**config.mk**
```make
export PLATFORM = sky130hd
export DESIGN_NAME = dsp_mac_pipe
export DESIGN_NICKNAME = d
export VERILOG_FILES = /design/src/rtl/dsp_mac_pipe.sv
export SDC_FILE = /design/constraint.sdc
export NUM_CORES = 2
export LEC_CHECK = 0
export ABC_AREA = 0
export CORE_MARGIN = 10
export CORE_UTILIZATION = 60
export CTS_CLUSTER_DIAMETER = 30
export DETAILED_ROUTE_END_ITERATION = 8
export PLACE_DENSITY = 0.8
export SLEW_MARGIN = 0
export SYNTH_ARGS = -nofsm -noshare
export SYNTH_HDL_FRONTEND = slang
export SYNTH_SLANG_ARGS = --single-unit
```
**constraint.sdc**
```tcl
create_clock -name clock_i -period 8.5 [get_ports clock_i]
set_input_delay 1.7 -clock clock_i [delete_from_list [all_inputs] [get_ports clock_i]]
set_output_delay 1.7 -clock clock_i [all_outputs]
set_load 0.01 [all_outputs]
```
**src/rtl/dsp_mac_pipe.sv**
```systemverilog
// -----------------------------------------------------------------------------
// dsp_mac_pipe -- pipelined unsigned multiply-accumulate unit.
//
// One operation can be issued every cycle. Each operation computes one of
// A*B+C, A*B+P, A*B+(P>>WORD_WIDTH), C, P or 0 into the accumulator P. The
// result appears LATENCY = 1+ABREG+MREG cycles after issue.
//
// Parameters:
//   WORD_WIDTH : operand width of A_i / B_i (1-24)
//   ABREG      : operand input register stages (0-2)
//   MREG       : multiplier output register stages (0-1)
//   GUARD_BITS : extra accumulator MSBs; ACC_WIDTH = 2*WORD_WIDTH+GUARD_BITS
//
// Ports:
//   clock_i  : single clock
//   reset_i  : synchronous active-high reset; flushes everything in flight
//   valid_i  : operation issue strobe
//   op_i     : operation code (000 MUL_C, 001 MUL_ACC, 010 MUL_SHACC,
//              011 LOAD_C, 100 HOLD, 101-111 CLR)
//   A_i, B_i : unsigned multiplicand / multiplier
//   C_i      : unsigned addend (ACC_WIDTH bits)
//   valid_o  : P_o was written by a completed operation this cycle
//   P_o      : accumulator register
//   ovf_o    : (only with DSP_MAC_PIPE_OVF_EN) sticky carry-out flag, cleared
//              by reset or a CLR operation
//
// Build option: define DSP_MAC_PIPE_OVF_EN to add the ovf_o port and the
// overflow detection. Without it, results wrap silently.
// -----------------------------------------------------------------------------
module dsp_mac_pipe #(
   parameter int WORD_WIDTH = 23,
   parameter int ABREG      = 1,
   parameter int MREG       = 1,
   parameter int GUARD_BITS = 0,
   localparam int ACC_WIDTH = 2*WORD_WIDTH+GUARD_BITS
) (
   input  logic                  clock_i,
   input  logic                  reset_i,
   input  logic                  valid_i,
   input  logic [2:0]            op_i,
   input  logic [WORD_WIDTH-1:0] A_i,
   input  logic [WORD_WIDTH-1:0] B_i,
   input  logic [ACC_WIDTH-1:0]  C_i,
   output logic                  valid_o,
   output logic [ACC_WIDTH-1:0]  P_o
`ifdef DSP_MAC_PIPE_OVF_EN
   ,
   output logic                  ovf_o
`endif
);

   localparam int PROD_WIDTH = 2*WORD_WIDTH;
   // Control/addend travel through the same number of stages as the operands
   // plus the multiplier register, so they meet the product at the add stage.
   localparam int DEPTH      = ABREG+MREG;
`ifdef DSP_MAC_PIPE_OVF_EN
   // One extra bit keeps the carry-out of the add stage for overflow detection.
   localparam int SUM_WIDTH  = ACC_WIDTH+1;
`else
   localparam int SUM_WIDTH  = ACC_WIDTH;
`endif

   localparam logic [2:0] OP_MUL_C     = 3'b000;
   localparam logic [2:0] OP_MUL_ACC   = 3'b001;
   localparam logic [2:0] OP_MUL_SHACC = 3'b010;
   localparam logic [2:0] OP_LOAD_C    = 3'b011;
   localparam logic [2:0] OP_HOLD      = 3'b100;

   logic [WORD_WIDTH-1:0] a_d_s;
   logic [WORD_WIDTH-1:0] b_d_s;
   logic [PROD_WIDTH-1:0] prod_s;
   logic [PROD_WIDTH-1:0] prod_q_s;
   logic                  vld_d_s;
   logic [2:0]            op_d_s;
   logic [ACC_WIDTH-1:0]  c_d_s;
   logic [SUM_WIDTH-1:0]  sum_s;
   logic [ACC_WIDTH-1:0]  p_r;
   logic                  valid_r;

   // ---------------------------------------------------------------- operands
   generate
      if (ABREG == 0) begin : g_ab_bypass
         assign a_d_s = A_i;
         assign b_d_s = B_i;
      end else begin : g_ab_reg
         logic [WORD_WIDTH-1:0] a_r [ABREG];
         logic [WORD_WIDTH-1:0] b_r [ABREG];

         // Operand delay line feeding the multiplier.
         always_ff @(posedge clock_i) begin
            if (reset_i) begin
               for (int i = 0; i < ABREG; i++) begin
                  a_r[i] <= '0;
                  b_r[i] <= '0;
               end
            end else begin
               a_r[0] <= A_i;
               b_r[0] <= B_i;
               for (int i = 1; i < ABREG; i++) begin
                  a_r[i] <= a_r[i-1];
                  b_r[i] <= b_r[i-1];
               end
            end
         end

         assign a_d_s = a_r[ABREG-1];
         assign b_d_s = b_r[ABREG-1];
      end
   endgenerate

   // -------------------------------------------------------------- multiplier
   // Full-width unsigned product of the delayed operands.
   always_comb begin
      prod_s = PROD_WIDTH'(a_d_s) * PROD_WIDTH'(b_d_s);
   end

   generate
      if (MREG == 0) begin : g_m_bypass
         assign prod_q_s = prod_s;
      end else begin : g_m_reg
         logic [PROD_WIDTH-1:0] prod_r;

         // Multiplier output register.
         always_ff @(posedge clock_i) begin
            if (reset_i) begin
               prod_r <= '0;
            end else begin
               prod_r <= prod_s;
            end
         end

         assign prod_q_s = prod_r;
      end
   endgenerate

   // --------------------------------------------------- control / addend line
   generate
      if (DEPTH == 0) begin : g_ctl_bypass
         assign vld_d_s = valid_i;
         assign op_d_s  = op_i;
         assign c_d_s   = C_i;
      end else begin : g_ctl_reg
         logic                 vld_r [DEPTH];
         logic [2:0]           op_r  [DEPTH];
         logic [ACC_WIDTH-1:0] c_r   [DEPTH];

         // Valid/op/addend delay line; reset drops every in-flight valid so
         // nothing issued before reset can complete afterwards.
         always_ff @(posedge clock_i) begin
            if (reset_i) begin
               for (int i = 0; i < DEPTH; i++) begin
                  vld_r[i] <= 1'b0;
                  op_r[i]  <= 3'b000;
                  c_r[i]   <= '0;
               end
            end else begin
               vld_r[0] <= valid_i;
               op_r[0]  <= op_i;
               c_r[0]   <= C_i;
               for (int i = 1; i < DEPTH; i++) begin
                  vld_r[i] <= vld_r[i-1];
                  op_r[i]  <= op_r[i-1];
                  c_r[i]   <= c_r[i-1];
               end
            end
         end

         assign vld_d_s = vld_r[DEPTH-1];
         assign op_d_s  = op_r[DEPTH-1];
         assign c_d_s   = c_r[DEPTH-1];
      end
   endgenerate

   // --------------------------------------------------------------- add stage
   // Operation decode; Pold is the P register itself so dependent operations
   // in consecutive cycles chain without forwarding.
   always_comb begin
      sum_s = '0;
      case (op_d_s)
         OP_MUL_C:     sum_s = SUM_WIDTH'(prod_q_s) + SUM_WIDTH'(c_d_s);
         OP_MUL_ACC:   sum_s = SUM_WIDTH'(prod_q_s) + SUM_WIDTH'(p_r);
         OP_MUL_SHACC: sum_s = SUM_WIDTH'(prod_q_s) + SUM_WIDTH'(p_r >> WORD_WIDTH);
         OP_LOAD_C:    sum_s = SUM_WIDTH'(c_d_s);
         OP_HOLD:      sum_s = SUM_WIDTH'(p_r);
         default:      sum_s = '0;
      endcase
   end

   // Accumulator and output valid; bubbles hold P and drop valid.
   always_ff @(posedge clock_i) begin
      if (reset_i) begin
         p_r     <= '0;
         valid_r <= 1'b0;
      end else begin
         valid_r <= vld_d_s;
         if (vld_d_s) begin
            p_r <= sum_s[ACC_WIDTH-1:0];
         end else begin
            p_r <= p_r;
         end
      end
   end

   assign P_o     = p_r;
   assign valid_o = valid_r;

`ifdef DSP_MAC_PIPE_OVF_EN
   logic ovf_r;

   // Sticky overflow: set on carry-out of any completed operation, cleared
   // only by reset or CLR (op codes 101-111).
   always_ff @(posedge clock_i) begin
      if (reset_i) begin
         ovf_r <= 1'b0;
      end else if (vld_d_s && (op_d_s >= 3'b101)) begin
         ovf_r <= 1'b0;
      end else if (vld_d_s && sum_s[ACC_WIDTH]) begin
         ovf_r <= 1'b1;
      end else begin
         ovf_r <= ovf_r;
      end
   end

   assign ovf_o = ovf_r;
`endif

endmodule

```
==> flow_metrics.env <==
export IMPL_tns_ps=0
export IMPL_report_final_hold_viol_count=0
export IMPL_die_h_microns=238
export IMPL_cts_resized_gates=0
export IMPL_hold_class="register to register"
export IMPL_ir_worst_vdd_mv=0.180
export IMPL_grt_overflow_total=0
export IMPL_synth_area_leader_cell="fa_1"
export IMPL_tightest_slew_ps=1220
export IMPL_drive_gt1_share_pct=4.80
export IMPL_grt_pass1_wl_mm=129
export IMPL_syn_to_final_growth_pct=12.4
export IMPL_cts_setup_buffers=0
export IMPL_drtPass1Iterations=5
export IMPL_cts_root_buf="clkbuf_16"
export IMPL_grt_pass1_vias=24300
export IMPL_ys_warn_count=0
export IMPL_drt_initial_drc_count=2197
export IMPL_synth_top_area_share_pct=31.0
export IMPL_synth_flop_cell="dfxtp_1"
export IMPL_cp_data_required_time_ps=8980
export IMPL_fin_nets=4002
export IMPL_final_cell_mix="inv_1, fa_1, nand2_1, and2_1, dfxtp_1"
export IMPL_crit_path_max_incr_delay_ps=1080
export IMPL_total_power_mw=6.49
export IMPL_ios=145
export IMPL_wl_mm=80.1
export IMPL_setup_slack_ps=830
export IMPL_leakage_nw=15.0
export IMPL_grt_max_degree=87
export IMPL_start_util_pct=60.9
export IMPL_netlist_area_sq_um=28400
export IMPL_maxCapViolations=0
export IMPL_postCtsHoldBufs=0
export IMPL_seq_area_frac_synth_pct=16.9
export IMPL_path_common_cell="fa_1"
export IMPL_fin_util_pct=68.4
export IMPL_gr_usage_all_layers_pct=28.5
export IMPL_htree_levels=2
export IMPL_final_common_cell="inv_1"
export IMPL_crit_path_start_kind="register"
export IMPL_cts_tree="built"
export IMPL_critical_path_slowest_cell="dfxtp_1"
export IMPL_syn_inst=3212
export IMPL_row_count=79
export IMPL_setup_viol_count_final=0
export IMPL_worstSetupPathType="register to register"
export IMPL_dieArea_sq_um=56400
export IMPL_drc=0
export IMPL_cts_buffers=54
export IMPL_pre_cts_ws_ps=925
export IMPL_vias_per_cell=5.88
export IMPL_relSlewSlack_pct=18.4
export IMPL_coreArea_sq_um=46700
export IMPL_power_density_nw_per_um2=203
export IMPL_path_clk_slew_ps=50
export IMPL_routedWlPerCell_microns=20.5
export IMPL_crit_chain="and2_1, fa_1, fa_1, inv_1, fa_1, inv_1, fa_1, inv_1, fa_1, fa_1, fa_1, inv_1, ha_1, a21o_1, a21oi_1, nor2b_1, or3b_1, a41oi_1, a31o_2, nand2_1, a31oi_1, mux2_2"
export IMPL_vias=22900
export IMPL_async_flop_share_pct=0
export IMPL_portBuffers=144
export IMPL_synth_distinct_cells=85
export IMPL_post_route_period_util_pct=90.2
export IMPL_ys_seq_elements=239
export IMPL_cp_arrival_ps=8150
export IMPL_drv_slew=0
export IMPL_grt_setup_unrepaired="false"
export IMPL_hpwl_mm=61.1
export IMPL_status="finished clean"
export IMPL_detail_route_antenna_nets=0
export IMPL_insertion_delay_ps=610
export IMPL_syn_area_per_cell_sq_um=8.84
export IMPL_final_fill_count=3702
export IMPL_clockBufferDepth=3
export IMPL_clock_skew_final_ps=31.4
export IMPL_antenna_found_initial=0
export IMPL_synth_area_leaders="fa_1, dfxtp_1, ha_1"
export IMPL_die_x_microns=238
export IMPL_fmax_mhz=130
export IMPL_end_kind="register"
export IMPL_synth_edf_count=0
export IMPL_syn_nets=3966
export IMPL_gp_congestion=0.982
export IMPL_clock_sinks=239
export IMPL_cp_max_fo=23
export IMPL_fin_crit_ps=7670
-- worst max-delay path: cells and delay by family (launching register included) --
kind,cells,cell delay (ps)
buffers and inverters,4,240
and+or+nand+nor,4,750
DFF,1,1080
adders and majority gates,8,3890
AOI/OAI and AO/OA,5,1230
muxes,1,370
-- cell type report --
class                   instances  area, sq um  share of cell area [%]
diodes                          1         2.50                 0.00784
clock inverters                40          539                    1.69
multi-input cells            2252        20800                    65.0
flip-flops and latches        239         4780                    15.0
inverters                     529         1990                    6.22
clock buffers                  62         1430                    4.49
well taps                     607          759                    2.38
repair buffers                172         1650                    5.18
-- path summary, 6_finish.rpt --
kind / cells past startpoint / slack (ps) / endpoint / start
worst min-delay path: 1 / 430 / g_ctl_reg.c_r[0][59]$_SDFF_PP0_ / g_ctl_reg.c_r[0][13]$_SDFF_PP0_
worst max-delay path: 22 / 830 / g_m_reg.prod_r[42]$_SDFF_PP0_ / g_ab_reg.b_r[0][3]$_SDFF_PP0_
worst max register to register: 22 / 830 / g_m_reg.prod_r[42]$_SDFF_PP0_ / g_ab_reg.b_r[0][3]$_SDFF_PP0_
worst min register to register: 1 / 430 / g_ctl_reg.c_r[0][59]$_SDFF_PP0_ / g_ctl_reg.c_r[0][13]$_SDFF_PP0_
-- kinds of logic after synthesis --
family          count (synthesis)  synth area share [%]
simple gates                 1005                  17.9
buf+inv                       721                  10.1
fa+ha+maj                     656                  40.5
compound gates                507                  12.0
flops                         239                  16.9
xor+xnor                       78                  2.41
mux                             6                 0.225
-- synth_stat cells (all sizes together) (4+ instances only) --
library cell / instances
o21a: 7
buf: 19
clkbuf: 170
o21ai: 76
a31oi: 14
dfxtp: 239
nor2b: 162
o22ai: 49
o21bai: 17
ha: 217
nor2: 114
xnor2: 44
fa: 439
nand4: 24
a21o: 67
a211oi: 9
a22o: 22
inv: 528
a221oi: 14
nand3: 21
a22oi: 27
o22a: 23
a21boi: 4
nor3: 24
and3: 15
o31ai: 6
and2: 267
nor4: 4
o211ai: 9
a21oi: 128
nand2: 359
xor2: 34
a41oi: 8
-- report_power, final --
part           total [mW]  leakage [nW]  switching, mW  internal [mW]
combinational        2.88          12.0           1.72           1.16
sequential           1.38          1.97          0.140           1.24
clock                2.22         0.965          0.748           1.48
total                6.49          15.0           2.60           3.88
-- sequential cells by signal, indices dropped and copies added (netlist names) --
register         cells
P_o                 46
g_ab_reg.a_r        23
g_ab_reg.b_r        23
g_ctl_reg.c_r       92
g_ctl_reg.op_r       6
g_ctl_reg.vld_r      2
g_m_reg.prod_r      46
valid_o              1
-- metal layers --
metal  routed length [microns]  GRT usage (%)  vias to the layer above
met2                     37800           47.5                     1202
li1                          -              -                    10200
met5                         0              0                        -
met3                      7450           6.26                      232
met4                      3140           11.7                        0
met1                     31700           35.5                    11300
-- through the flow --
stage	hold slack (ps)	instances	area, sq um
after floorplan	414	3212	28400
after global placement	419	3799	29900
after detailed placement	426	3799	29900
after CTS	433	3901	31900
after global routing	449	3901	31900
final	429	3902	31900
Power figures use the tool's default switching activity.
